File: src/rtl/lsu_mem_sequencer.sv
// Load/store sequencer: byte-address to word-access conversion, lane extraction,
// read-modify-write for sub-word stores, alignment rejection and access timeout.
module lsu_mem_sequencer #(
  parameter int TIMEOUT = 16
) (
  input  logic        clk,
  input  logic        rst,
  input  logic        req_valid,
  output logic        req_ready,
  input  logic [2:0]  req_op,
  input  logic [31:0] req_addr,
  input  logic [31:0] req_wdata,
  output logic        resp_valid,
  output logic        resp_err,
  output logic [31:0] resp_rdata,
  output logic        mem_req,
  output logic        mem_we,
  output logic [31:0] mem_addr,
  output logic [31:0] mem_wdata,
  input  logic [31:0] mem_rdata,
  input  logic        mem_ack
);

  localparam int CW = $clog2(TIMEOUT);

  typedef enum logic [1:0] {
    IDLE  = 2'd0,
    READ  = 2'd1,
    WRITE = 2'd2,
    DONE  = 2'd3
  } state_t;

  state_t         state_r;
  state_t         state_nxt_s;
  logic [2:0]     op_r;
  logic [1:0]     off_r;
  logic [15:0]    wdata_r;
  logic [CW-1:0]  tmo_cnt_r;
  logic           accept_s;
  logic           expire_s;
  logic           is_store_s;

  function automatic logic misaligned(input logic [2:0] op, input logic [1:0] a);
    case (op)
      3'd1, 3'd4, 3'd6: misaligned = a[0];
      3'd2, 3'd7:       misaligned = (a != 2'b00);
      default:          misaligned = 1'b0;
    endcase
  endfunction

  function automatic logic [31:0] load_extract(input logic [2:0] op, input logic [1:0] off,
                                               input logic [31:0] word);
    logic [7:0]  b;
    logic [15:0] h;
    b = word[{off, 3'b000} +: 8];
    h = word[{off[1], 4'b0000} +: 16];
    case (op)
      3'd0:    load_extract = {{24{b[7]}}, b};
      3'd1:    load_extract = {{16{h[15]}}, h};
      3'd3:    load_extract = {24'h000000, b};
      3'd4:    load_extract = {16'h0000, h};
      default: load_extract = word;
    endcase
  endfunction

  function automatic logic [31:0] lane_merge(input logic [2:0] op, input logic [1:0] off,
                                             input logic [31:0] word, input logic [15:0] wd);
    logic [31:0] r;
    r = word;
    if (op == 3'd5) begin
      r[{off, 3'b000} +: 8] = wd[7:0];
    end else begin
      r[{off[1], 4'b0000} +: 16] = wd;
    end
    lane_merge = r;
  endfunction

  assign accept_s   = req_valid && (state_r == IDLE);
  assign expire_s   = (tmo_cnt_r == CW'(TIMEOUT - 1));
  assign is_store_s = (op_r >= 3'd5);

  // State register
  always_ff @(posedge clk or posedge rst) begin
    if (rst) begin
      state_r <= IDLE;
    end else begin
      state_r <= state_nxt_s;
    end
  end

  // Next-state logic; an ack in the expiry cycle takes priority over the timeout
  always_comb begin
    state_nxt_s = state_r;
    case (state_r)
      IDLE: begin
        if (!accept_s) begin
          state_nxt_s = IDLE;
        end else if (misaligned(req_op, req_addr[1:0])) begin
          state_nxt_s = DONE;
        end else if (req_op == 3'd7) begin
          state_nxt_s = WRITE;
        end else begin
          state_nxt_s = READ;
        end
      end
      READ: begin
        if (mem_ack) begin
          state_nxt_s = is_store_s ? WRITE : DONE;
        end else if (expire_s) begin
          state_nxt_s = DONE;
        end else begin
          state_nxt_s = READ;
        end
      end
      WRITE: begin
        if (mem_ack || expire_s) begin
          state_nxt_s = DONE;
        end else begin
          state_nxt_s = WRITE;
        end
      end
      DONE:    state_nxt_s = IDLE;
      default: state_nxt_s = IDLE;
    endcase
  end

  // Output decode from the state register, so reset clears mem_req immediately
  always_comb begin
    req_ready  = (state_r == IDLE);
    resp_valid = (state_r == DONE);
    mem_req    = (state_r == READ) || (state_r == WRITE);
    mem_we     = (state_r == WRITE);
  end

  // Capture registers, memory address/data, timeout counter and response
  always_ff @(posedge clk or posedge rst) begin
    if (rst) begin
      op_r       <= 3'd0;
      off_r      <= 2'd0;
      wdata_r    <= 16'h0000;
      tmo_cnt_r  <= '0;
      mem_addr   <= 32'h0000_0000;
      mem_wdata  <= 32'h0000_0000;
      resp_err   <= 1'b0;
      resp_rdata <= 32'h0000_0000;
    end else begin
      case (state_r)
        IDLE: begin
          if (accept_s) begin
            op_r      <= req_op;
            off_r     <= req_addr[1:0];
            wdata_r   <= req_wdata[15:0];
            mem_addr  <= {req_addr[31:2], 2'b00};
            mem_wdata <= req_wdata;
            tmo_cnt_r <= '0;
            if (misaligned(req_op, req_addr[1:0])) begin
              resp_err   <= 1'b1;
              resp_rdata <= 32'h0000_0000;
            end
          end
        end
        READ: begin
          if (mem_ack) begin
            tmo_cnt_r <= '0;
            if (is_store_s) begin
              mem_wdata <= lane_merge(op_r, off_r, mem_rdata, wdata_r);
            end else begin
              resp_rdata <= load_extract(op_r, off_r, mem_rdata);
              resp_err   <= 1'b0;
            end
          end else if (expire_s) begin
            resp_err   <= 1'b1;
            resp_rdata <= 32'h0000_0000;
          end else begin
            tmo_cnt_r <= tmo_cnt_r + CW'(1);
          end
        end
        WRITE: begin
          if (mem_ack) begin
            resp_rdata <= mem_wdata;
            resp_err   <= 1'b0;
          end else if (expire_s) begin
            resp_err   <= 1'b1;
            resp_rdata <= 32'h0000_0000;
          end else begin
            tmo_cnt_r <= tmo_cnt_r + CW'(1);
          end
        end
        default: begin
          tmo_cnt_r <= tmo_cnt_r;
        end
      endcase
    end
  end

endmodule

File: config.mk
export PLATFORM = sky130hd
export DESIGN_NAME = lsu_mem_sequencer
export DESIGN_NICKNAME = d
export VERILOG_FILES = /design/src/rtl/lsu_mem_sequencer.sv
export SDC_FILE = /design/constraint.sdc
export NUM_CORES = 1
export LEC_CHECK = 0
export ABC_AREA = 1
export CAP_MARGIN = 20
export CORE_ASPECT_RATIO = 0.7
export CORE_UTILIZATION = 50
export CTS_CLUSTER_DIAMETER = 40
export CTS_CLUSTER_SIZE = 10
export DETAILED_ROUTE_END_ITERATION = 10
export PLACE_DENSITY = 0.85
export SYNTH_ARGS = -nofsm -noshare
export SYNTH_HDL_FRONTEND = slang
export SYNTH_SLANG_ARGS = --single-unit
File: constraint.sdc
create_clock -name clk -period 6.5 [get_ports clk]
set_input_delay 1.95 -clock clk [delete_from_list [all_inputs] [get_ports clk]]
set_output_delay 1.95 -clock clk [all_outputs]
set_load 0.1 [all_outputs]
==> metrics.txt <==
routed len/inst 19.22 µm; critical path type register to output port; DR DRC count 0; measured slew at the worst slew-check pin 1.064 ns; Post-CTS Repair Setup Buffers 0; clock-pin slew on the worst setup and hold paths 0.06 ns; post-route insts no fill 1,461; Data arrival, critical path 2.50 ns; DIE AREA 15,970 µm²; Final GP Congestion 0.9667; top-area cell type share of the netlist area 0.3949; All-Layer GR Usage 0.3571; die extent in y 106.0 µm; area delta synth->final 33.59%; # clock sinks 122; FP Rows 37; Fin Setup TNS 0 ns; clock root cell clkbuf_16; # diodes 0; minimum clock period 4.449 ns; antenna violations before repair 0; crit path launch type register; outcome finished, final reports clean; DP Area 9707 µm²; Synth cell types 38; Core ar. 14,910 µm²; worst min path class register to register; First-pass DRT Iterations 7; TritonCTS clock tree done; Die W 150.6 µm; Detail Placement HPWL 18.93 mm; dpl cells 1,428; layout cells sized above 1 0.06398; clock buffer depth 2; Finished Cell Area 10,330 µm²; CP endpoint kind output port; prevailing post-synth register cell dfrtp_1; Via Count 8,755; register bit count reported by yosys 122; Worst Path Required 4.55 ns; Ys Warns 0; pin count of the biggest net entering global routing 76; Max-Cap Viols 0; drt first-iter violations 1,149; Netlist Area Pre-Place 7730 µm²; first-pass GRT wire length 43.28 mm; number of global-route vias before repair 7,908; worst-skew pair later-pin latency 0.42 ns; ANT nets after route 0; RSZ-0062 raised after global routing no; Post-synth ARST share 1.000; Initial Utilization 0.5185; Yosys top cell by area dfrtp_1; post-cts sizing count 0; WL final 28.09 mm; worst rel slew slack 0.2885; Final setup viols 0; H-tree depth 4; number of port buffers 201; crit share post-route 0.6844; cts bufs inserted 17; I/O pin total 204; Vias/cell 5.992; hold_ws 0.4830 ns; Layout Skew 0.009918 ns; Critical Path Fanout Max 4; Mapped Cells 1,093; nets 1,366; Highest Clock Rate 224.8 MHz; dominant cells by area after synthesis dfrtp_1, nand2_1, a21oi_1; # hold bufs at CTS 0; number of synthesized flops with an enable pin 0; Final Hold Fails 0; sequential fraction of the synthesis area 0.3949; fin. max-slew vios 0; global route overflow 0; syn_area_per_cell 7.072 µm²
-- area by class of cell --
class                   count  area, µm²
clock inverters            14      162.7
fillers                  1253       4581
well taps                 195      244.0
inverters                  67      254.0
repair buffers            215       2137
multi-input cells         830       4045
flip-flops and latches    122       3054
clock buffers              18      429.2
-- synth_stat cells, types with 2 or more instances --
library cell  number
a21oi_1          162
a22oi_1            2
buf_1              3
buf_2             17
buf_4              7
buf_6              6
clkbuf_1          41
clkinv_1           3
dfrtp_1          122
ha_1              10
inv_1             58
inv_2              6
nand2_1          384
nand2_2            3
nand2_4            3
nand3_1           51
nor2_1            36
nor2_2             3
nor3_1             9
o211ai_1          56
o211ai_2          10
o21ai_0           67
o21ai_1           12
o221ai_1           8
-- state kept, by name, indices dropped and copies added (netlist names) --
signal	count
mem_wdata	32
resp_rdata	32
mem_addr	30
wdata_r	16
tmo_cnt_r	4
op_r	3
off_r	2
state_r	2
resp_err	1
-- critical path, cell delays in order, from the launching register on --
cell             delay, ns
dfrtp_1               0.42
inv_1                 0.09
ha_1                  0.39
clkdlybuf4s50_1       1.17
-- routing by layer --
| metal | part of all wire | wire, µm | track usage | up-vias |
|---|---|---|---|---|
| li1 | - | - | - | 3975 |
| met1 | 0.40 | 11260 | 0.5014 | 4043 |
| met2 | 0.44 | 12300 | 0.5349 | 654 |
| met3 | 0.13 | 3566 | 0.08412 | 83 |
| met4 | 0.034 | 967 | 0.1314 | 0 |
| met5 | 0 | 0 | 0 | - |
-- cell families after synthesis --
logic type      share of synthesized area
buf+inv                           0.08304
flops                              0.3950
xor+xnor                         0.001133
fa+ha+maj                         0.01619
other cells                     0.0004851
compound gates                     0.2426
simple gates                       0.2616
-- cells in the final DEF, fill, tap and decap left out, types with 3 or more instances in the layout --
cell type	n
nor3_1	9
nand3_1	51
nand2_1	384
ha_1	9
o211ai_1	56
nor2_1	36
o221ai_1	8
o21ai_0	67
inv_6	4
clkdlybuf4s50_1	201
nand2_2	3
o21ai_1	12
clkinv_1	4
dfrtp_1	121
inv_1	56
nand2_4	3
nor2_2	3
buf_4	13
a21oi_1	161
clkinv_4	5
inv_2	6
o211ai_2	10
clkbuf_16	17
-- path summary, 6_finish.rpt --
| check | start | end | slack, ns | cells after the start |
|---|---|---|---|---|
| max | state_r[0] | mem_req | 2.05 | 3 |
| min | mem_addr[15] | mem_addr[15] | 0.48 | 2 |
| max reg2reg | off_r[1] | mem_wdata[17] | 3.54 | 10 |
| min reg2reg | mem_addr[15] | mem_addr[15] | 0.48 | 2 |
| max in group asynchronous | rst | wdata_r[1] | 3.52 | 3 |
| min in group asynchronous | rst | resp_rdata[12] | 1.96 | 2 |
-- stage by stage --
stage,setup slack (ns),utilization
after floorplan,1.307,-
after global placement,2.215,0.6512
after detailed placement,2.126,0.6512
after CTS,2.068,0.6909
after global routing,1.993,0.6927
final,2.051,0.6927
Power is not shown: default switching activity piles up to over one toggle a cycle in this logic, so the estimate is an artifact.
